`config.mk`:
```
export PLATFORM = sky130hd
export DESIGN_NAME = issue_control_unit
export DESIGN_NICKNAME = d
export VERILOG_FILES = /design/src/rtl/core101_issue_pkg.sv /design/src/rtl/issue_scoreboard.sv /design/src/rtl/issue_control_unit.sv
export SDC_FILE = /design/constraint.sdc
export NUM_CORES = 1
export LEC_CHECK = 0
export BUFFER_PORTS_ARGS = -buffer_cell sky130_fd_sc_hd__buf_2
export CORE_MARGIN = 3
export CORE_UTILIZATION = 30
export CTS_CLUSTER_SIZE = 20
export DETAILED_ROUTE_END_ITERATION = 10
export PLACE_DENSITY = 0.53
export SYNTH_ARGS = -nofsm -noshare
export SYNTH_HDL_FRONTEND = slang
export SYNTH_SLANG_ARGS = --single-unit
```
`constraint.sdc`:
```
create_clock -name clock_in -period 8.6 [get_ports clock_in]
set_input_delay 0.43 -clock clock_in [delete_from_list [all_inputs] [get_ports clock_in]]
set_output_delay 0.43 -clock clock_in [all_outputs]
set_load 0.05 [all_outputs]
```
`src/rtl/core101_issue_pkg.sv`:
```
// Shared types and constants for the issue stage: unit selects, FSM states, field widths.
package core101_issue_pkg;

  localparam int unsigned REG_ADDR_W = 5;
  localparam int unsigned UOP_W      = 4;
  localparam int unsigned NUM_REGS   = 1 << REG_ADDR_W;

  localparam logic [3:0] UNIT_INT = 4'b0001;
  localparam logic [3:0] UNIT_BRU = 4'b0010;
  localparam logic [3:0] UNIT_LSU = 4'b0100;
  localparam logic [3:0] UNIT_VEC = 4'b1000;

  typedef enum logic [1:0] {
    StRun   = 2'b00,
    StDrain = 2'b01,
    StTrap  = 2'b10
  } issue_state_e;

endpackage

```
`src/rtl/issue_scoreboard.sv`:
```
// Register-pending scoreboard: one bit per architectural register, set on issue and
// cleared on writeback, with three combinational read ports and a synchronous clear.
module issue_scoreboard
  import core101_issue_pkg::*;
(
  input  logic                  i_clk,
  input  logic                  i_rst,
  input  logic                  i_clear,
  input  logic                  i_set_en,
  input  logic [REG_ADDR_W-1:0] i_set_addr,
  input  logic                  i_clr_en,
  input  logic [REG_ADDR_W-1:0] i_clr_addr,
  input  logic [REG_ADDR_W-1:0] i_rd_addr_a,
  input  logic [REG_ADDR_W-1:0] i_rd_addr_b,
  input  logic [REG_ADDR_W-1:0] i_rd_addr_c,
  output logic                  o_busy_a,
  output logic                  o_busy_b,
  output logic                  o_busy_c
);

  logic [NUM_REGS-1:0] r_sb;
  logic [NUM_REGS-1:0] w_sb_d;

  // Set is applied after clear so a same-bit collision leaves the bit set; x0 never tracks.
  always_comb begin
    w_sb_d = r_sb;
    if (i_clr_en) begin
      w_sb_d[i_clr_addr] = 1'b0;
    end
    if (i_set_en) begin
      w_sb_d[i_set_addr] = 1'b1;
    end
    w_sb_d[0] = 1'b0;
  end

  always_ff @(posedge i_clk) begin
    if (i_rst || i_clear) begin
      r_sb <= '0;
    end else begin
      r_sb <= w_sb_d;
    end
  end

  assign o_busy_a = r_sb[i_rd_addr_a];
  assign o_busy_b = r_sb[i_rd_addr_b];
  assign o_busy_c = r_sb[i_rd_addr_c];

endmodule

```
`src/rtl/issue_control_unit.sv`:
```
// Issue stage controller: hazard/busy/window gating toward four execution units and the
// invalid-instruction drain-then-trap sequence.
module issue_control_unit
  import core101_issue_pkg::*;
#(
  parameter int unsigned NUM_UNITS    = 4,
  parameter int unsigned MAX_INFLIGHT = 8,
  parameter int unsigned CNT_W        = 4
) (
  input  logic                  clock_in,
  input  logic                  reset_in,
  input  logic                  dec_valid_in,
  output logic                  dec_ready_out,
  input  logic [NUM_UNITS-1:0]  dec_exec_unit_sel_in,
  input  logic [UOP_W-1:0]      dec_exec_unit_uop_in,
  input  logic                  dec_rd_write_enable_in,
  input  logic                  dec_invalid_ins_in,
  input  logic [REG_ADDR_W-1:0] dec_rd_in,
  input  logic [REG_ADDR_W-1:0] dec_rs1_in,
  input  logic [REG_ADDR_W-1:0] dec_rs2_in,
  input  logic [1:0]            dec_rs_used_in,
  input  logic [NUM_UNITS-1:0]  unit_busy_in,
  input  logic [NUM_UNITS-1:0]  unit_done_in,
  input  logic                  wb_valid_in,
  input  logic [REG_ADDR_W-1:0] wb_rd_in,
  input  logic                  flush_in,
  output logic [NUM_UNITS-1:0]  issue_valid_out,
  output logic [UOP_W-1:0]      issue_uop_out,
  output logic [REG_ADDR_W-1:0] issue_rd_out,
  output logic                  exc_valid_out,
  output logic [CNT_W-1:0]      inflight_out
);

  localparam int unsigned SumW = CNT_W + 1;

  issue_state_e          r_state;
  issue_state_e          w_state_d;
  logic [CNT_W-1:0]      r_inflight;
  logic [NUM_UNITS-1:0]  r_issue_valid;
  logic [UOP_W-1:0]      r_uop;
  logic [REG_ADDR_W-1:0] r_rd;
  logic                  r_exc;

  logic w_rs1_pend, w_rs2_pend, w_rd_pend;
  logic w_bad, w_hazard, w_unit_busy, w_window_full;
  logic w_issue_ok, w_bad_accept;
  logic [SumW-1:0] w_cnt_sum, w_done_cnt, w_cnt_next;

  issue_scoreboard u_scoreboard (
    .i_clk       (clock_in),
    .i_rst       (reset_in),
    .i_clear     (flush_in),
    .i_set_en    (w_issue_ok & dec_rd_write_enable_in),
    .i_set_addr  (dec_rd_in),
    .i_clr_en    (wb_valid_in),
    .i_clr_addr  (wb_rd_in),
    .i_rd_addr_a (dec_rs1_in),
    .i_rd_addr_b (dec_rs2_in),
    .i_rd_addr_c (dec_rd_in),
    .o_busy_a    (w_rs1_pend),
    .o_busy_b    (w_rs2_pend),
    .o_busy_c    (w_rd_pend)
  );

  assign w_bad = dec_invalid_ins_in | ($countones(dec_exec_unit_sel_in) != 1);

  // Registered scoreboard only: a same-cycle writeback does not bypass.
  assign w_hazard = (w_rs1_pend & dec_rs_used_in[0] & (dec_rs1_in != '0))
                  | (w_rs2_pend & dec_rs_used_in[1] & (dec_rs2_in != '0))
                  | (w_rd_pend & dec_rd_write_enable_in & (dec_rd_in != '0));

  assign w_unit_busy   = (unit_busy_in & dec_exec_unit_sel_in) != '0;
  assign w_window_full = r_inflight >= CNT_W'(MAX_INFLIGHT);

  assign w_issue_ok = (r_state == StRun) & dec_valid_in & ~w_bad & ~w_hazard & ~w_unit_busy
                    & ~w_window_full & ~flush_in;
  assign w_bad_accept = (r_state == StRun) & dec_valid_in & w_bad & ~flush_in;

  assign dec_ready_out = ~reset_in & (w_issue_ok | w_bad_accept);

  // Completions beyond the current count are dropped rather than wrapping.
  assign w_cnt_sum  = {1'b0, r_inflight} + {{CNT_W{1'b0}}, w_issue_ok};
  assign w_done_cnt = SumW'($countones(unit_done_in));
  assign w_cnt_next = (w_cnt_sum > w_done_cnt) ? (w_cnt_sum - w_done_cnt) : '0;

  always_comb begin
    w_state_d = r_state;
    unique case (r_state)
      StRun:   if (w_bad_accept) w_state_d = StDrain;
      StDrain: if (w_cnt_next == '0) w_state_d = StTrap;
      StTrap:  w_state_d = StTrap;
      default: w_state_d = StRun;
    endcase
  end

  always_ff @(posedge clock_in) begin
    if (reset_in) begin
      r_state       <= StRun;
      r_inflight    <= '0;
      r_issue_valid <= '0;
      r_uop         <= '0;
      r_rd          <= '0;
      r_exc         <= 1'b0;
    end else if (flush_in) begin
      r_state       <= StRun;
      r_inflight    <= '0;
      r_issue_valid <= '0;
      r_exc         <= 1'b0;
    end else begin
      r_state       <= w_state_d;
      r_inflight    <= w_cnt_next[CNT_W-1:0];
      r_issue_valid <= w_issue_ok ? dec_exec_unit_sel_in : '0;
      r_exc         <= (w_state_d == StTrap);
      if (w_issue_ok) begin
        r_uop <= dec_exec_unit_uop_in;
        r_rd  <= dec_rd_in;
      end
    end
  end

  assign issue_valid_out = r_issue_valid;
  assign issue_uop_out   = r_uop;
  assign issue_rd_out    = r_rd;
  assign exc_valid_out   = r_exc;
  assign inflight_out    = r_inflight;

endmodule

```
==> impl_metrics.json, run 1 <==
{
  "status": "finished clean",
  "finClkSkew_ns": 0.00556,
  "cts.htree.levels": 2,
  "cts_made_buffers": 5,
  "synthFlopType": "dfxtp_1",
  "place_congestion": 0.906,
  "final_antenna_net_count": 0,
  "areaGrowthSynthToFinish_pct": 15.5,
  "clockPowerShare": 0.409,
  "drc": 0,
  "dpl.hpwl_um": 7770,
  "wl_per_cell_um": 18.8,
  "avgSynthCellArea_um2": 9.65,
  "seqPwrFrac": 0.419,
  "synth-seq-cells": 51,
  "ios": 64,
  "antenna_found_initial": 0,
  "yosys-top-cells-area": "dfxtp_1, mux4_2, o211ai_1",
  "grt_pass1_vias": 3132,
  "viasPerCell": 5.67,
  "r2r_start": "u_scoreboard.r_sb[16]$_SDFF_PP0_",
  "grt_max_degree": 38,
  "p_switching_uw": 158,
  "period_share": 0.637,
  "p_leak_uw": 0.00148,
  "clockBufferDepth": 2,
  "powerDensity_nw_per_um2": 144,
  "holdPathEnd": "issue_uop_out[2]$_SDFFE_PP0P_",
  "die_y_um": 113,
  "reg2reg_depth": 15,
  "slew_headroom": 0.326,
  "cts_root_buf": "clkbuf_16",
  "die-area_um2": 12800,
  "hold_path_startpoint": "dec_exec_unit_uop_in[2]",
  "synth_top_area_frac": 0.297,
  "intPower_uw": 413,
  "final_cell_mix": "buf_2, dfxtp_1, o211ai_1, o31ai_1, nand2b_1",
  "hp-class": "in2reg",
  "finalNonFillerCells": 543,
  "grt_pass1_wl_um": 16600,
  "crit_type": "in2reg",
  "clk_pin_slew_worst_paths_ns": 0.07,
  "switching_share": 0.276,
  "finalHoldViolCount": 0,
  "synthCells": 356,
  "regToRegEndpoint": "exc_valid_out$_SDFF_PP0_",
  "crit_slowest_cell": "fa_1",
  "crit_required_ns": 8.83,
  "die_width_um": 113,
  "mostFrequentLayoutCell": "buf_2",
  "num_vias": 3077,
  "cts.sinks": 51,
  "first_iter_violations": 190,
  "worstPathMaxFanout": 37,
  "wirelength_um": 10200,
  "overflow": 0,
  "ff2ff_setup_slack_ns": 3.46,
  "finalSetupTns_ns": 0,
  "synth_area_leader_cell": "dfxtp_1",
  "cts_tree": "yes",
  "async_flop_share": 0,
  "synth_edf_count": 0,
  "fin_nets": 459,
  "antenna_cells": 0,
  "final-setup-viol-count": 0,
  "rsz0062_at_grt": "false",
  "crit_path_frequent_cell": "ha_1",
  "timing.final.crit_period_ns": 5.47,
  "hold_depth": 3,
  "hold_buffers": 0,
  "synth_fp_nets": 413,
  "worstSetupEndpointType": "flip-flop",
  "ys_seq_area_frac": 0.297,
  "track_usage": 0.161,
  "start_util": 0.312,
  "fillers": 1136,
  "rows": 38,
  "drive_above_1_share": 0.283,
  "yosys_warnings": 0,
  "placed_cells": 535,
  "comb_power_share": 0.172,
  "crit_buf_inv": 4,
  "max_freq_ghz": 0.183,
  "cap_violations": 0,
  "drtPass1Iterations": 5,
  "path_cells": "buf_2 > inv_1 > fa_1 > inv_1 > ha_1 > ha_1 > nor4b_1 > nand4_1 > nor4_2 > o211ai_4 > inv_4 > ha_1 > ha_1 > fa_1 > a21oi_1 > a31oi_1 > a211oi_1 > a21oi_1 > or4_1 > a21oi_1",
  "synth_area_um2": 3440,
  "cts_resized": 0,
  "critPathArrivalTime_ns": 5.70,
  "numPortBuffers": 63,
  "synth.distinct_cells": 49,
  "drv_slew": 0,
  "cp_top_family": "adder cells",
  "worstMarginPinSlew_ns": 1.01,
  "core_um2": 11000,
  "clk_latency_ns": 0.29,
  "post_cts_buffers": 0,
  "setup.worst_path.start_class": "primary input",
  "cpPeakStageDelay_ns": 0.54,
  "ir_drop_mv": 0.0807
}
[worst max path at each step]
stage / startpoint / endpoint / slack (ns) / cells past startpoint
after floorplan: dec_exec_unit_sel_in[0] / exc_valid_out$_SDFF_PP0_ / 3.68 / 19
after global placement: dec_exec_unit_sel_in[0] / exc_valid_out$_SDFF_PP0_ / 3.04 / 20
after detailed placement: dec_exec_unit_sel_in[0] / exc_valid_out$_SDFF_PP0_ / 2.88 / 20
after CTS: dec_exec_unit_sel_in[0] / exc_valid_out$_SDFF_PP0_ / 3.18 / 20
after global routing: dec_exec_unit_sel_in[0] / exc_valid_out$_SDFF_PP0_ / 2.79 / 20
final: dec_exec_unit_sel_in[0] / exc_valid_out$_SDFF_PP0_ / 3.13 / 20
[layer usage]
layer / share of wire / up-vias / GRT usage
met4: 0.015 / 0 / 0.0537
met3: 0.063 / 12 / 0.0251
met5: 0 / - / 0
met2: 0.49 / 99 / 0.269
met1: 0.43 / 1502 / 0.213
li1: - / 1464 / -
[cell families (layout without fill, tap and decap cells)]
group / after synthesis / in the layout / synth area share
AO/OA/AOI/OAI: 101 / 101 / 0.217
adder cells (fa/ha/maj): 12 / 12 / 0.0502
flip-flops: 51 / 51 / 0.297
buffers and inverters: 38 / 85 / 0.0553
XOR/XNOR: 3 / 3 / 0.00765
AND/OR/NAND/NOR: 109 / 109 / 0.189
multiplexers: 42 / 42 / 0.184
[registers in the layout (all words and copies together), names as in the netlist]
register,flops
exc_valid_out,1
u_scoreboard.r_sb,31
issue_uop_out,4
issue_valid_out,4
issue_rd_out,5
inflight_out,4
r_state,2
[power by group through the flow]
stage	logic [µW]	registers, µW	clock network, µW
floorplan	62.6	249	0
global placement	95.2	245	0
detailed placement	97.2	245	0
CTS	97.7	239	237
global route	109	239	247
finish	97.9	239	233
[worst register-to-register path, delay by kind of cell, from the launching register on]
| kind | cells | cell delay (ns) |
|---|---|---|
| AO/OA/AOI/OAI | 8 | 2.19 |
| adder cells (fa/ha/maj) | 3 | 1.09 |
| buffers and inverters | 1 | 0.23 |
| flip-flops | 1 | 0.43 |
| multiplexers | 2 | 0.60 |
| AND/OR/NAND/NOR | 1 | 0.54 |
[final cells by class]
class | instances | area (µm²) | share of cell area
clock buffers | 5 | 125 | 0.0315
multi-input cells | 267 | 2230 | 0.561
clock inverters | 3 | 46.3 | 0.0117
repair buffers | 64 | 323 | 0.0813
well taps | 140 | 175 | 0.0441
inverters | 13 | 51.3 | 0.0129
flip-flops and latches | 51 | 1020 | 0.257
[per-stage QoR]
step                cell area (µm²)  power [µW]  worst slack (ns)   util  hold WS, ns
floorplan                      3440         311              3.68      -        0.431
global placement               3800         340              3.04  0.344        0.456
detailed placement             3800         342              2.88  0.344        0.460
CTS                            3970         574              3.18  0.360        0.390
global route                   3970         595              2.79  0.360        0.400
finish                         3970         570              3.13  0.360        0.389
[cells in the mapped netlist (all sizes together) (3+ instances only)]
cell      n
mux2i    16
clkbuf   14
o31ai    26
nor2     11
nand3b    7
nand2    18
mux2     10
o41ai     4
a22oi     4
a2111oi   3
and3b     4
or2       4
nand2b   24
nor3b     5
fa        3
nand3     7
buf      11
mux4     16
or3b      5
and3      3
ha        9
nor2b     4
nor3      4
dfxtp    51
o21ai     7
o211ai   32
inv      13
nor4b     3
a21oi    13
or3       7
No activity file was read; power rests on OpenSTA's default activity.
==> run 2: changes to the inputs <==
--- a/config.mk
+++ b/config.mk
@@ -5,6 +5,7 @@
 export SDC_FILE = /design/constraint.sdc
 export NUM_CORES = 1
 export LEC_CHECK = 0
+export ABC_AREA = 1
 export BUFFER_PORTS_ARGS = -buffer_cell sky130_fd_sc_hd__buf_2
 export CORE_MARGIN = 3
 export CORE_UTILIZATION = 30
==> constraint.sdc (replaced) <==
create_clock -name clock_in -period 5.4 [get_ports clock_in]
set_input_delay 0.27 -clock clock_in [delete_from_list [all_inputs] [get_ports clock_in]]
set_output_delay 0.27 -clock clock_in [all_outputs]
set_load 0.05 [all_outputs]
==> run 2 against run 1 <==
Clock-buffer cell count up 1. Global-route usage up 0.94 points. Via count up 29%. Largest cell class unchanged. Hold slack worse by 0.18 ns. Final cell count up 49%. Critical path type unchanged. Synthesized area up 5.2%. Die area up 5.0%.
==> impl_metrics.json, run 2 <==
{
  "cts.sinks": 51,
  "grt_pass1_vias": 3739,
  "antenna_cells": 0,
  "seqPwrFrac": 0.433,
  "dpl.hpwl_um": 8630,
  "cp_top_family": "adder cells",
  "period_share": 0.805,
  "clockBufferDepth": 2,
  "synth_area_um2": 3620,
  "die_y_um": 116,
  "areaGrowthSynthToFinish_pct": 13.7,
  "crit_required_ns": 5.58,
  "worstSetupEndpointType": "flip-flop",
  "r2r_start": "u_scoreboard.r_sb[16]$_SDFF_PP0_",
  "mostFrequentLayoutCell": "nand2_1",
  "start_util": 0.311,
  "finalNonFillerCells": 807,
  "hp-class": "in2reg",
  "ff2ff_setup_slack_ns": 1.65,
  "slew_headroom": 0.299,
  "hold_buffers": 0,
  "finClkSkew_ns": 0.00690,
  "finalSetupTns_ns": 0,
  "synth.distinct_cells": 33,
  "synthCells": 613,
  "synth_top_family_by_area": "simple AND/OR/NAND/NOR gates",
  "cts.htree.levels": 2,
  "p_switching_uw": 276,
  "avgSynthCellArea_um2": 5.90,
  "max_freq_ghz": 0.230,
  "track_usage": 0.170,
  "powerDensity_nw_per_um2": 216,
  "synth_common_cells": "nand2_1, inv_1, nand3_1, nor2_1, dfxtp_1",
  "synth_compound_area_frac": 0.132,
  "yosys-top-cells-area": "dfxtp_1, nand2_1, nand3_1",
  "die_width_um": 116,
  "wl_per_cell_um": 14.0,
  "num_vias": 3968,
  "synth-seq-cells": 51,
  "die-area_um2": 13400,
  "cts_resized": 0,
  "clk_pin_slew_worst_paths_ns": 0.07,
  "synthXorXnorAreaFrac": 0.00726,
  "grt_max_degree": 36,
  "critPathArrivalTime_ns": 4.53,
  "synth_fp_nets": 670,
  "placed_cells": 799,
  "synth.most_common_cell": "nand2_1",
  "top_register": "u_scoreboard.r_sb",
  "comb_power_share": 0.216,
  "drv_slew": 0,
  "largest_reg_flops": 31,
  "viasPerCell": 4.92,
  "synth_fa_ha_area_frac": 0.0477,
  "place_congestion": 0.908,
  "synth_edf_count": 0,
  "holdPathEnd": "issue_uop_out[2]$_SDFFE_PP0P_",
  "worstPathMaxFanout": 11,
  "drtPass1Iterations": 5,
  "grt_pass1_wl_um": 18300,
  "synth_top_area_frac": 0.282,
  "ir_drop_mv": 0.155,
  "worstMarginPinSlew_ns": 1.05,
  "first_iter_violations": 309,
  "synthFlopType": "dfxtp_1",
  "ios": 64,
  "cts_tree": "yes",
  "final_antenna_net_count": 0,
  "intPower_uw": 612,
  "status": "finished clean",
  "post-route-util": 0.354,
  "crit_type": "in2reg",
  "reg2reg_depth": 25,
  "rsz0062_at_grt": "false",
  "hold_depth": 3,
  "setup.worst_path.start_class": "primary input",
  "clk_latency_ns": 0.29,
  "preCtsSetupSlack_ns": 0.740,
  "clockPowerShare": 0.352,
  "wirelength_um": 11300,
  "synth_simple_gate_area_share": 0.408,
  "antenna_found_initial": 0,
  "hold_path_startpoint": "dec_exec_unit_uop_in[2]",
  "switching_share": 0.311,
  "rows": 39,
  "core_um2": 11600,
  "numPortBuffers": 63,
  "p_leak_uw": 0.00198,
  "drc": 0,
  "cts_root_buf": "clkbuf_16",
  "final_cell_mix": "nand2_1, inv_1, buf_2, nor2_1, nand3_1",
  "regToRegEndpoint": "r_state[0]$_SDFF_PP0_",
  "drive_above_1_share": 0.131,
  "cap_violations": 0,
  "post_cts_buffers": 0,
  "fin_nets": 720,
  "synth_mux_area_frac": 0,
  "cts_made_buffers": 5,
  "async_flop_share": 0,
  "crit_buf_inv": 5,
  "finalHoldViolCount": 0,
  "synth_area_leader_cell": "dfxtp_1",
  "yosys_warnings": 0,
  "setup_slack_ns": 1.05,
  "final-setup-viol-count": 0,
  "crit_slowest_cell": "fa_1",
  "overflow": 0,
  "timing.final.crit_period_ns": 4.35,
  "crit_path_frequent_cell": "ha_1",
  "cpPeakStageDelay_ns": 0.54,
  "ys_seq_area_frac": 0.282,
  "holdWs_ns": 0.206
}
[run 2: changes by cell type after synthesis, moves of 7 or more]
cell and change:
nand2_1 +204, inv_1 +63, nand3_1 +51, nor2_1 +47, o21ai_0 +31, o211ai_1 -30, a21oi_1 +26, nand2b_1 -24
o31ai_1 -24, mux2i_1 -16, mux4_2 -16, mux2_2 -10, clkbuf_1 -8, or3_1 -7
[run 2: per-layer routing]
metal / global-route usage / up-vias / share of wire
li1: - / 2023 / -
met1: 0.228 / 1776 / 0.45
met2: 0.284 / 153 / 0.46
met3: 0.0350 / 16 / 0.081
met4: 0.0371 / 0 / 0.013
met5: 0 / - / 0
[run 2: worst max path at each step]
stage / slack [ns] / start / endpoint / cells past startpoint
after floorplan: 1.37 / dec_exec_unit_sel_in[0] / r_state[0]$_SDFF_PP0_ / 29
after global placement: 0.98 / dec_exec_unit_sel_in[0] / r_state[0]$_SDFF_PP0_ / 28
after detailed placement: 0.74 / dec_exec_unit_sel_in[0] / r_state[0]$_SDFF_PP0_ / 28
after CTS: 1.05 / dec_exec_unit_sel_in[0] / r_state[0]$_SDFF_PP0_ / 28
after global routing: 0.53 / dec_exec_unit_sel_in[0] / r_state[0]$_SDFF_PP0_ / 28
final: 1.05 / dec_exec_unit_sel_in[0] / r_state[0]$_SDFF_PP0_ / 28
[run 2: worst register-to-register path, stage by stage (launching register included)]
cell and delay (ns):
dfxtp_1 0.34, or2_2 0.27, nand3_1 0.07, nand2_1 0.06, nand2_1 0.06, nand3_1 0.06, nand3_1 0.07, nand2_1 0.05
nand2_1 0.16, nand3_2 0.27, inv_2 0.28, ha_1 0.22, ha_1 0.19, xor2_1 0.18, ha_1 0.29, nand2_1 0.09
nand2_1 0.05, o21bai_1 0.16, o21ai_0 0.08, nand2_1 0.14, o21ai_0 0.12, nand4_1 0.12, nand2_1 0.07, inv_1 0.05
o21ai_0 0.16, nor2_1 0.06
[run 2: stage by stage]
step                      power, µW  cell area (µm²)
final                           888             4110
after CTS                       895             4110
after floorplan                 525             3620
after global placement          580             3970
after detailed placement        584             3970
after global routing            937             4110
[run 2: cell families (layout without fill, tap and decap cells)]
kind of cell / Yosys count / count (layout)
simple gates: 359 / 359
buf+inv: 100 / 151
xor+xnor: 3 / 3
compound gates: 88 / 88
flops: 51 / 51
fa+ha+maj: 12 / 12
[run 2: power by group through the flow]
stage | clock [µW] | sequential (µW) | combinational [µW]
final | 312 | 384 | 191
after global routing | 335 | 384 | 218
after CTS | 319 | 384 | 192
after detailed placement | 0 | 393 | 191
after global placement | 0 | 393 | 187
after floorplan | 0 | 406 | 119
[run 2: layout make-up]
type / instances / area (µm²)
Clock buffer: 6 / 129
Sequential cell: 51 / 1020
Multi-Input combinational cell: 462 / 2150
Tap cell: 143 / 179
Inverter: 80 / 303
Clock inverter: 2 / 12.5
Timing Repair Buffer: 63 / 315
Fill cell: 1282 / 7500
